File: config.mk
export PLATFORM = sky130hd
export DESIGN_NAME = grey_counter
export DESIGN_NICKNAME = d
export VERILOG_FILES = /design/src/rtl/grey_counter.sv
export SDC_FILE = /design/constraint.sdc
export NUM_CORES = 1
export LEC_CHECK = 0
export ABC_AREA = 1
export CORE_UTILIZATION = 43
export CTS_CLUSTER_DIAMETER = 50
export CTS_CLUSTER_SIZE = 25
export DETAILED_ROUTE_END_ITERATION = 8
export PLACE_DENSITY_LB_ADDON = 0.08
export SLEW_MARGIN = 20
export SYNTH_ARGS = -nofsm -noshare
export SYNTH_HDL_FRONTEND = slang
export SYNTH_SLANG_ARGS = --single-unit
File: constraint.sdc
create_clock -name clk -period 1.9 [get_ports clk]
set_input_delay 0.38 -clock clk [delete_from_list [all_inputs] [get_ports clk]]
set_output_delay 0.38 -clock clk [all_outputs]
set_load 0.03 [all_outputs]
File: src/rtl/grey_counter.sv
// grey_counter: registered Gray-code counter with up/down, clear and load.
// Optional `GREY_COUNTER_SYNC_EN adds a synchronised external grey pointer and fill level.
module grey_counter #(
    parameter int               WIDTH     = 4,
    parameter logic [WIDTH-1:0] RESET_BIN = '0
) (
    input  logic             clk,
    input  logic             rst_n,
    input  logic             clear,
    input  logic             load,
    input  logic             load_is_grey,
    input  logic [WIDTH-1:0] load_val,
    input  logic             en,
    input  logic             up_dn,
`ifdef GREY_COUNTER_SYNC_EN
    input  logic [WIDTH-1:0] ext_grey,
    output logic [WIDTH-1:0] sync_bin,
    output logic [WIDTH-1:0] level,
`endif
    output logic [WIDTH-1:0] bin_out,
    output logic [WIDTH-1:0] grey_out,
    output logic             wrap
);

    localparam logic [WIDTH-1:0] RESET_GREY = RESET_BIN ^ (RESET_BIN >> 1);

    function automatic logic [WIDTH-1:0] g2b(input logic [WIDTH-1:0] g);
        logic [WIDTH-1:0] b;
        b[WIDTH-1] = g[WIDTH-1];
        for (int i = WIDTH - 2; i >= 0; i--) begin
            b[i] = b[i+1] ^ g[i];
        end
        return b;
    endfunction

    logic [WIDTH-1:0] r_bin;
    logic [WIDTH-1:0] r_grey;
    logic             r_wrap;
    logic [WIDTH-1:0] w_bin_next;
    logic [WIDTH-1:0] w_grey_next;
    logic             w_wrap_next;

    // next binary value and wrap flag, priority clear > load > en
    always_comb begin
        w_bin_next  = r_bin;
        w_wrap_next = 1'b0;
        if (clear) begin
            w_bin_next = RESET_BIN;
        end else if (load) begin
            w_bin_next = load_is_grey ? g2b(load_val) : load_val;
        end else if (en) begin
            if (up_dn) begin
                w_bin_next  = r_bin + WIDTH'(1);
                w_wrap_next = &r_bin;
            end else begin
                w_bin_next  = r_bin - WIDTH'(1);
                w_wrap_next = ~|r_bin;
            end
        end
        w_grey_next = w_bin_next ^ (w_bin_next >> 1);
    end

    // binary and grey registered on the same edge so grey_out never glitches
    always_ff @(posedge clk) begin
        if (!rst_n) begin
            r_bin  <= RESET_BIN;
            r_grey <= RESET_GREY;
            r_wrap <= 1'b0;
        end else begin
            r_bin  <= w_bin_next;
            r_grey <= w_grey_next;
            r_wrap <= w_wrap_next;
        end
    end

    assign bin_out  = r_bin;
    assign grey_out = r_grey;
    assign wrap     = r_wrap;

`ifdef GREY_COUNTER_SYNC_EN
    logic [WIDTH-1:0] r_sync1;
    logic [WIDTH-1:0] r_sync2;
    logic [WIDTH-1:0] r_sync_bin;
    logic [WIDTH-1:0] r_level;

    // two-flop synchroniser, grey decode, then distance to local count
    always_ff @(posedge clk) begin
        if (!rst_n) begin
            r_sync1    <= '0;
            r_sync2    <= '0;
            r_sync_bin <= '0;
            r_level    <= '0;
        end else begin
            r_sync1    <= ext_grey;
            r_sync2    <= r_sync1;
            r_sync_bin <= g2b(r_sync2);
            r_level    <= r_bin - r_sync_bin;
        end
    end

    assign sync_bin = r_sync_bin;
    assign level    = r_level;
`endif

endmodule

==> results of run 1 <==
-- cell usage after synthesis --
master / number / area share
nand2_1: 31 / 0.19
inv_1: 16 / 0.10
dfxtp_1: 8 / 0.27
a21oi_1: 7 / 0.058
nand3_1: 6 / 0.050
nor2_1: 4 / 0.025
nand2_2: 3 / 0.031
o21ai_0: 3 / 0.025
o21ai_1: 3 / 0.025
ha_1: 2 / 0.042
inv_2: 2 / 0.013
nand4_1: 2 / 0.021
nor2_2: 2 / 0.021
nor4_1: 2 / 0.021
a21oi_2: 1 / 0.015
buf_4: 1 / 0.013
fa_1: 1 / 0.033
nand3_2: 1 / 0.017
nand3b_2: 1 / 0.019
or2_1: 1 / 0.010
-- power by group --
| part | internal [uW] | switching (uW) | leakage (uW) |
|---|---|---|---|
| combinational | 78.2 | 101 | 0.000360 |
| clock | 72.0 | 53.6 | 0.0000138 |
| sequential | 180 | 4.84 | 0.0000659 |
-- cells by family after synthesis --
logic type | Yosys count | synth area share
and+or+nand+nor | 53 | 0.409
buffers and inverters | 19 | 0.125
AOI/OAI and AO/OA | 14 | 0.123
DFF | 8 | 0.267
adders and majority gates | 3 | 0.0752
-- metrics by stage --
step,total power [uW],setup WS (ps),utilization
after floorplan,295,149,-
after global placement,364,-216,0.638
after detailed placement,368,-250,0.638
after CTS,494,8.66,0.656
after global routing,523,93.0,0.658
final,489,142,0.658
-- registers in the layout, summed over array words and instances (netlist names) --
| name | cells |
|---|---|
| grey_out | 3 |
| bin_out | 4 |
| wrap | 1 |
-- placed cells by master, fill, tap and decap left out, drive strengths merged, types with 2 or more instances in the layout --
| master | n |
|---|---|
| clkdlybuf4s50 | 18 |
| ha | 2 |
| nand4 | 2 |
| nor4 | 2 |
| nand2 | 34 |
| buf | 4 |
| inv | 18 |
| a21oi | 8 |
| o21ai | 6 |
| dfxtp | 8 |
| nor2 | 6 |
| clkbuf | 3 |
| nand3 | 7 |
-- critical path, delay by kind of cell, from the launching register on --
kind	cells	cell delay [ps]
flops	1	350
buf+inv	2	780
-- final timing paths --
path | start | end | cells past startpoint
min reg2reg | bin_out[2]$_SDFF_PN0_ | wrap$_SDFF_PP0_ | 2
max reg2reg | bin_out[0]$_SDFF_PN0_ | grey_out[1]$_SDFF_PN0_ | 9
min | bin_out[2]$_SDFF_PN0_ | wrap$_SDFF_PP0_ | 2
max | bin_out[0]$_SDFF_PN0_ | bin_out[0] | 2
-- final cells by class --
cell class	instances	area [um2]
clock buffer	3	22.5
inverter	18	67.6
timing repair buffer	23	223
tap	15	18.8
fill	132	445
sequential	8	160
multi-input combinational	70	364
-- layer usage --
layer | vias up | track usage | wire [um]
met5 | - | 0 | 0
met4 | 0 | 0 | 0
met3 | 0 | 0.0852 | 70
met2 | 23 | 0.354 | 637
met1 | 301 | 0.203 | 555
li1 | 357 | - | -
==> flow_metrics.py, run 1 <==
metrics = {
    "cts": {
        "clock_path_buffers": 2,
        "cts_sinks": 8,
        "post_cts_resized": 0,
        "cts_buffers": 3,
        "ctsHoldBuffers": 0,
        "clockRootBuffer": "clkbuf_4",
        "cts.htree.levels": 1,
        "clk_latency_ps": 250,
        "cts_tree": "done",
        "post_cts_buffers": 0,
        "clk_pin_slew_worst_paths_ps": 50,
    },
    "sta": {
        "clock_skew_ps": 3.24,
        "worst_slew_pin_slew_ps": 310,
        "finalSetupViolCount": 0,
        "hold_ws_ps": 543,
        "fin_crit_sh": 0.925,
        "slew_headroom": 0.793,
        "slew_viol_final": 0,
        "tns_ps": 0,
        "fin_crit_ps": 1760,
        "finalHoldViolCount": 0,
        "fmax_ghz": 0.569,
        "rsz0062_at_grt": "no",
    },
    "power": {
        "p_per_area_nw_per_um2": 572,
        "ir_drop_mv": 0.435,
        "static-leakage-power_uw": 0.000440,
    },
    "routing": {
        "drc": 1,
        "vias_per_cell": 4.97,
        "num_vias": 681,
        "firstDrtPassIters": 9,
        "drt_iter0_drc": 21,
        "routed_wl_um": 1260,
        "wl_per_cell_um": 9.22,
        "ant_nets": 0,
    },
    "place": {
        "gp_congestion": 0.810,
        "placed_area_um2": 831,
        "dp_hpwl_um": 1090,
        "placedCellCount": 134,
        "port_buffers": 19,
    },
    "logic_synthesis": {
        "yosysSeqAreaShare": 0.267,
        "synth_area_per_cell_um2": 6.18,
        "netlist_area_um2": 599,
        "synth.yosys.warnings": 0,
        "synthDistinctLibCells": 20,
        "syn_inst": 97,
        "ys_seq_elements": 8,
        "syn-num-nets": 111,
    },
    "layout": {
        "stdcell_count": 137,
        "nets": 138,
        "drive_above_1_share": 0.139,
        "final_area_um2": 856,
        "area_growth_pct": 42.8,
        "diodes": 0,
    },
    "global_routing": {
        "grt_max_degree": 9,
        "grt_usage": 0.189,
        "grt_first_pass_wirelength_um": 1960,
        "grt_pass1_vias": 542,
        "antenna_found_initial": 0,
        "grt_overflow": 0,
    },
    "die": {
        "io_pins": 20,
        "initial_core_util": 0.461,
        "core-area_um2": 1300,
        "die_area_um2": 1550,
        "chipHeight_um": 39.3,
        "rows": 13,
        "dieWidth_um": 39.3,
    },
    "worst_setup_path": {
        "startpoint_type": "flop",
        "critPathMaxStageDelay_ps": 660,
        "slowest_stage": "clkdlybuf4s50_1",
        "rrSetupSlack_ps": 290,
        "worstPathRequired_ps": 1520,
        "arrival_ps": 1380,
        "path_class": "reg -> out",
        "critPathCaptureType": "output pin",
        "path_cells": "buf_4 > clkdlybuf4s50_1",
        "crit_fanout": 3,
    },
    "hold_path": {
        "hold_path.class": "reg -> reg",
    },
    "status": {
        "violations": "DRC",
        "status": "complete, but fails checks",
    },
    "job": {
        "cap_violations": 0,
    },
}
Note: power is estimated with default switching activity, not from simulation.
==> inputs of run 2 (changes only) <==
--- a/config.mk
+++ b/config.mk
@@ -6,12 +6,12 @@
 export NUM_CORES = 1
 export LEC_CHECK = 0
 export ABC_AREA = 1
-export CORE_UTILIZATION = 43
+export CORE_UTILIZATION = 46
+export CTS_BUF_LIST = sky130_fd_sc_hd__clkbuf_2
 export CTS_CLUSTER_DIAMETER = 50
 export CTS_CLUSTER_SIZE = 25
 export DETAILED_ROUTE_END_ITERATION = 8
 export PLACE_DENSITY_LB_ADDON = 0.08
-export SLEW_MARGIN = 20
 export SYNTH_ARGS = -nofsm -noshare
 export SYNTH_HDL_FRONTEND = slang
 export SYNTH_SLANG_ARGS = --single-unit
==> run 2 against run 1 <==
  * The flow now finishes without violations
  * Non-clock buffer count fell by 1
  * Routed wire length rose by 8.0%
  * Core utilization rose by 6.5 points
  * First-iteration DRC count fell by 43%
  * Sequential share of layout area rose by 0.45 points
  * Clock power fell by 21%
  * Design area fell by 2.3%
  * Critical endpoint is now bin_out[1]
  * Highest routed layer unchanged
==> flow_metrics.py, run 2 (synthesized netlist as in run 1, its figures left out) <==
metrics = {
    "status": {
        "status": "finished clean",
    },
    "global_routing": {
        "grt_max_degree": 9,
        "antenna_found_initial": 0,
        "grt_first_pass_wirelength_um": 2290,
        "grt_usage": 0.225,
        "grt_pass1_vias": 611,
        "grt_overflow": 0,
    },
    "power": {
        "p_per_area_nw_per_um2": 553,
        "p_sw_frac": 0.353,
        "combPwrFrac": 0.384,
        "static-leakage-power_uw": 0.000426,
        "ir_drop_mv": 0.427,
        "clockPowerShare": 0.215,
        "pwr-share-seq": 0.401,
        "p_switching_uw": 163,
        "internal_power_uw": 299,
    },
    "sta": {
        "fin_crit_sh": 0.908,
        "fmax_ghz": 0.579,
        "clock_skew_ps": 4.22,
        "hold_ws_ps": 544,
        "finalWorstSetupSlack_ps": 174,
        "slew_viol_final": 0,
        "finalSetupViolCount": 0,
        "fin_crit_ps": 1730,
        "finalHoldViolCount": 0,
        "worst_slew_pin_slew_ps": 319,
        "slew_headroom": 0.786,
        "rsz0062_at_grt": "no",
    },
    "cts": {
        "clockRootBuffer": "clkbuf_2",
        "clk_latency_ps": 230,
        "post_cts_buffers": 0,
        "cts_tree": "done",
        "cts_buffers": 3,
        "clock_path_buffers": 2,
        "cts_sinks": 8,
        "cts.htree.levels": 1,
        "clk_pin_slew_worst_paths_ps": 80,
    },
    "worst_setup_path": {
        "path_class": "reg -> out",
        "crit_fanout": 4,
        "cp_top_family": "buffers and inverters",
        "rrSetupSlack_ps": 220,
        "startpoint_type": "flop",
        "path_cells": "clkdlybuf4s50_1",
        "r2r-end": "grey_out[1]$_SDFF_PN0_",
        "path_buf_inv": 1,
        "arrival_ps": 1350,
        "reg2reg_from": "bin_out[1]$_SDFF_PN0_",
        "worstPathRequired_ps": 1520,
        "critPathMaxStageDelay_ps": 700,
        "critPathCaptureType": "output pin",
        "slowest_stage": "clkdlybuf4s50_1",
        "reg2reg_depth": 8,
    },
    "routing": {
        "ant_nets": 0,
        "routed_wl_um": 1360,
        "drt_iter0_drc": 12,
        "num_vias": 672,
        "vias_per_cell": 4.98,
        "wl_per_cell_um": 10.1,
        "drc": 0,
        "firstDrtPassIters": 4,
    },
    "layout": {
        "diodes": 0,
        "largest_reg_flops": 4,
        "most-common-layout-cells": "nand2_1 (31), clkdlybuf4s50_1 (18), inv_1 (16), dfxtp_1 (8), a21oi_1 (7)",
        "final_common_cell": "nand2_1",
        "drive_above_1_share": 0.132,
        "area_growth_pct": 39.5,
        "nets": 137,
    },
    "place": {
        "gp_congestion": 0.915,
        "dp_hpwl_um": 1170,
        "pre_cts_ws_ps": -258,
        "port_buffers": 19,
    },
    "hold_path": {
        "min_from": "bin_out[2]$_SDFF_PN0_",
        "min_to": "wrap$_SDFF_PP0_",
        "worstHoldPathCells": 2,
        "hold_path.class": "reg -> reg",
    },
    "job": {
        "cap_violations": 0,
    },
    "die": {
        "rows": 12,
        "chipHeight_um": 38.1,
        "die_area_um2": 1450,
        "initial_core_util": 0.518,
        "core-area_um2": 1160,
        "io_pins": 20,
        "dieWidth_um": 38.1,
    },
}
## run 2: changes by cell type in the layout (fill, tap and decap cells not counted), sizes merged
cell,previous run,this run
dlymetal6s2s,1,0
dlygate4sd2,0,1
buf,4,3
## run 2: cell type report
type / count / area [um2]
clock buffer: 3 / 15.0
fill: 106 / 320
inverter: 18 / 67.6
multi-input combinational: 70 / 364
sequential: 8 / 160
tap: 14 / 17.5
timing repair buffer: 22 / 211
## run 2: per-stage QoR
stage	instance area, um2	instances	util	total power (uW)	TNS [ps]
3_3_place_gp	822	132	0.711	362	-674
2_1_floorplan	599	97	-	295	0
6_report	836	135	0.723	462	0
3_5_place_dp	822	132	0.711	367	-835
4_1_cts	836	135	0.723	468	0
5_1_grt	836	135	0.723	494	0
## run 2: how the worst max path moves through the flow
stage | start | endpoint | slack [ps] | cells past startpoint
5_1_grt | bin_out[1]$_SDFF_PN0_ | grey_out[1]$_SDFF_PN0_ | 60 | 9
3_3_place_gp | up_dn | grey_out[2]$_SDFF_PN0_ | -190 | 12
6_report | bin_out[1]$_SDFF_PN0_ | bin_out[1] | 170 | 1
2_1_floorplan | bin_out[0]$_SDFF_PN0_ | grey_out[1]$_SDFF_PN0_ | 150 | 8
4_1_cts | bin_out[1]$_SDFF_PN0_ | bin_out[1] | 160 | 1
3_5_place_dp | up_dn | grey_out[2]$_SDFF_PN0_ | -260 | 12
## run 2: per-layer routing
metal | vias to the layer above | wire length [um] | GRT usage
li1 | 357 | - | -
met2 | 27 | 731 | 0.436
met5 | - | 0 | 0
met3 | 0 | 73 | 0.0872
met4 | 0 | 0 | 0
met1 | 288 | 558 | 0.239
## run 2: power groups by stage
| stage | Sequential, uW | Combinational (uW) | Clock, uW |
|---|---|---|---|
| detailed placement | 189 | 178 | 0 |
| global route | 187 | 197 | 110 |
| finish | 185 | 177 | 99.3 |
| floorplan | 212 | 83.0 | 0 |
| global placement | 189 | 173 | 0 |
| CTS | 186 | 179 | 104 |
## run 2: repair_timing
| action | CTS | global route |
|---|---|---|
| hold endpoints to repair | 0 | 0 |
| hold buffers | 0 | 0 |
| endpoints found under the setup margin | 1 | 0 |
| gates resized for setup | 1 | 0 |
==> inputs of run 3 (changes only) <==
--- a/config.mk
+++ b/config.mk
@@ -6,7 +6,7 @@
 export NUM_CORES = 1
 export LEC_CHECK = 0
 export ABC_AREA = 1
-export CORE_UTILIZATION = 46
+export CORE_UTILIZATION = 41
 export CTS_BUF_LIST = sky130_fd_sc_hd__clkbuf_2
 export CTS_CLUSTER_DIAMETER = 50
 export CTS_CLUSTER_SIZE = 25
==> constraint.sdc (replaced) <==
create_clock -name clk -period 1.55 [get_ports clk]
set_input_delay 0.31 -clock clk [delete_from_list [all_inputs] [get_ports clk]]
set_output_delay 0.31 -clock clk [all_outputs]
set_load 0.03 [all_outputs]
==> run 3 against run 2 <==
  * The run now ends with setup timing left
  * Power grew 33%
  * Combinational power grew 44%
  * Routed wire length grew 11%
  * Hold slack lost 3.4 ps
  * Clock skew grew 6.7 ps
  * Global-route usage shrank 2.8 points
  * Critical path depth grew 8
  * Via count grew 4.0%
  * First-iteration DRC count shrank 8.3%
  * Largest cell class unchanged
  * Largest power group is now combinational logic
==> flow_metrics.py, run 3 (synthesized netlist as in run 1, its figures left out) <==
metrics = {
    "sta": {
        "fin_crit_ps": 1560,
        "finalWorstSetupSlack_ps": -6.05,
        "tns_ps": -6.05,
        "fin_crit_sh": 1.00,
        "rsz0062_at_grt": "yes",
        "finalHoldViolCount": 0,
        "slew_headroom": 0.780,
        "slew_viol_final": 0,
        "finalSetupViolCount": 1,
        "fmax_ghz": 0.643,
        "worst_slew_pin_slew_ps": 328,
        "clock_skew_ps": 10.9,
    },
    "place": {
        "gp_congestion": 0.811,
        "dp_hpwl_um": 1180,
        "port_buffers": 19,
    },
    "worst_setup_path": {
        "critPathCaptureType": "flop",
        "startpoint_type": "flop",
        "path_class": "reg -> reg",
        "path_buf_inv": 1,
        "critPathMaxStageDelay_ps": 440,
        "worstPathRequired_ps": 1730,
        "cp_top_family": "adder cells",
        "arrival_ps": 1740,
        "path_cells": "inv_2 > fa_2 > nand2_2 > o21ai_2 > a21oi_2 > nand2_2 > nor2_4 > nand2_1 > nand2_1",
        "crit_fanout": 3,
        "slowest_stage": "fa_2",
    },
    "routing": {
        "vias_per_cell": 4.79,
        "drc": 0,
        "drt_iter0_drc": 11,
        "num_vias": 699,
        "routed_wl_um": 1520,
        "firstDrtPassIters": 4,
        "wl_per_cell_um": 10.4,
        "ant_nets": 0,
    },
    "die": {
        "chipHeight_um": 40.2,
        "rows": 13,
        "io_pins": 20,
        "core-area_um2": 1330,
        "initial_core_util": 0.449,
        "die_area_um2": 1620,
        "dieWidth_um": 40.2,
    },
    "power": {
        "combPwrFrac": 0.414,
        "internal_power_uw": 399,
        "static-leakage-power_uw": 0.000563,
        "p_switching_uw": 215,
        "ir_drop_mv": 0.731,
        "clockPowerShare": 0.217,
        "pwr-share-seq": 0.369,
        "p_sw_frac": 0.350,
        "p_per_area_nw_per_um2": 630,
    },
    "cts": {
        "cts_sinks": 8,
        "clk_pin_slew_worst_paths_ps": 80,
        "ctsHoldBuffers": 0,
        "clockRootBuffer": "clkbuf_2",
        "cts.htree.levels": 1,
        "cts_buffers": 3,
        "cts_tree": "done",
        "clk_latency_ps": 230,
        "clock_path_buffers": 2,
    },
    "layout": {
        "largest_reg_flops": 4,
        "final_common_cell": "nand2_1",
        "area_growth_pct": 62.6,
        "drive_above_1_share": 0.321,
        "utilization": 0.731,
        "nets": 146,
        "most-common-layout-cells": "nand2_1 (28), inv_1 (14), buf_4 (11), clkdlybuf4s50_1 (9)",
        "diodes": 0,
    },
    "global_routing": {
        "grt_overflow": 0,
        "grt_first_pass_wirelength_um": 2130,
        "grt_pass1_vias": 581,
        "grt_max_degree": 6,
        "antenna_found_initial": 0,
        "grt_usage": 0.197,
    },
    "status": {
        "status": "complete, but fails checks",
        "violations": "setup timing",
    },
    "hold_path": {
        "hold_path.class": "reg -> reg",
    },
    "job": {
        "cap_violations": 0,
    },
}
run 3: cell types whose count changed in the layout (fill, tap and decap cells not counted), moves of 4 or more:
| cell | delta |
|---|---|
| buf_4 | +8 |
| dlymetal6s2s_1 | +4 |
| clkdlybuf4s50_1 | -9 |
| dlygate4sd2_1 | +4 |
run 3: tightest hold or removal path: stages, from the launching register on:
cell     delay [ps]
dfxtp_2         330
inv_1            90
a21oi_1          70
run 3: cell type report:
type	count	area, um2
clock buffers	4	20.0
fillers	110	359
inverters	18	67.6
multi-input cells	70	419
flip-flops and latches	8	166
well taps	15	18.8
repair buffers	31	283
run 3: power groups by stage:
stage	Clock [uW]	Combinational, uW	Sequential, uW
3_5_place_dp	0	234	231
2_1_floorplan	0	102	260
4_1_cts	141	233	226
5_1_grt	150	282	228
3_3_place_gp	0	230	230
6_report	133	254	226
run 3: layer usage:
layer / routed length (um) / GRT usage / vias up
met4: 0 / 0 / 0
met1: 635 / 0.217 / 303
li1: - / - / 377
met5: 0 / 0 / -
met3: 73 / 0.0833 / 0
met2: 810 / 0.371 / 19
run 3: final timing paths:
path,startpoint,end,slack (ps),cells after the start
setup / recovery,bin_out[0]$_SDFF_PN0_,grey_out[0]$_SDFF_PN0_,-6,9
setup reg to reg,bin_out[0]$_SDFF_PN0_,grey_out[0]$_SDFF_PN0_,-6,9
hold / removal,bin_out[2]$_SDFF_PN0_,wrap$_SDFF_PP0_,540,2
hold reg to reg,bin_out[2]$_SDFF_PN0_,wrap$_SDFF_PP0_,540,2
run 3: through the flow:
step                cell area (um2)  worst slack [ps]  hold WS [ps]  std cells  power [uW]
detailed placement              890              -495           532        141         465
global route                    975              -113           559        146         660
floorplan                       606             -17.7           480         97         362
global placement                890              -473           525        141         461
finish                          975             -6.05           541        146         614
CTS                             910             -13.9           543        145         599
run 3: repair_timing:
item	4_1_cts	5_1_grt
pin swaps	2	16
buffers inserted	0	1
setup endpoints to repair	11	8
resized for setup	9	18
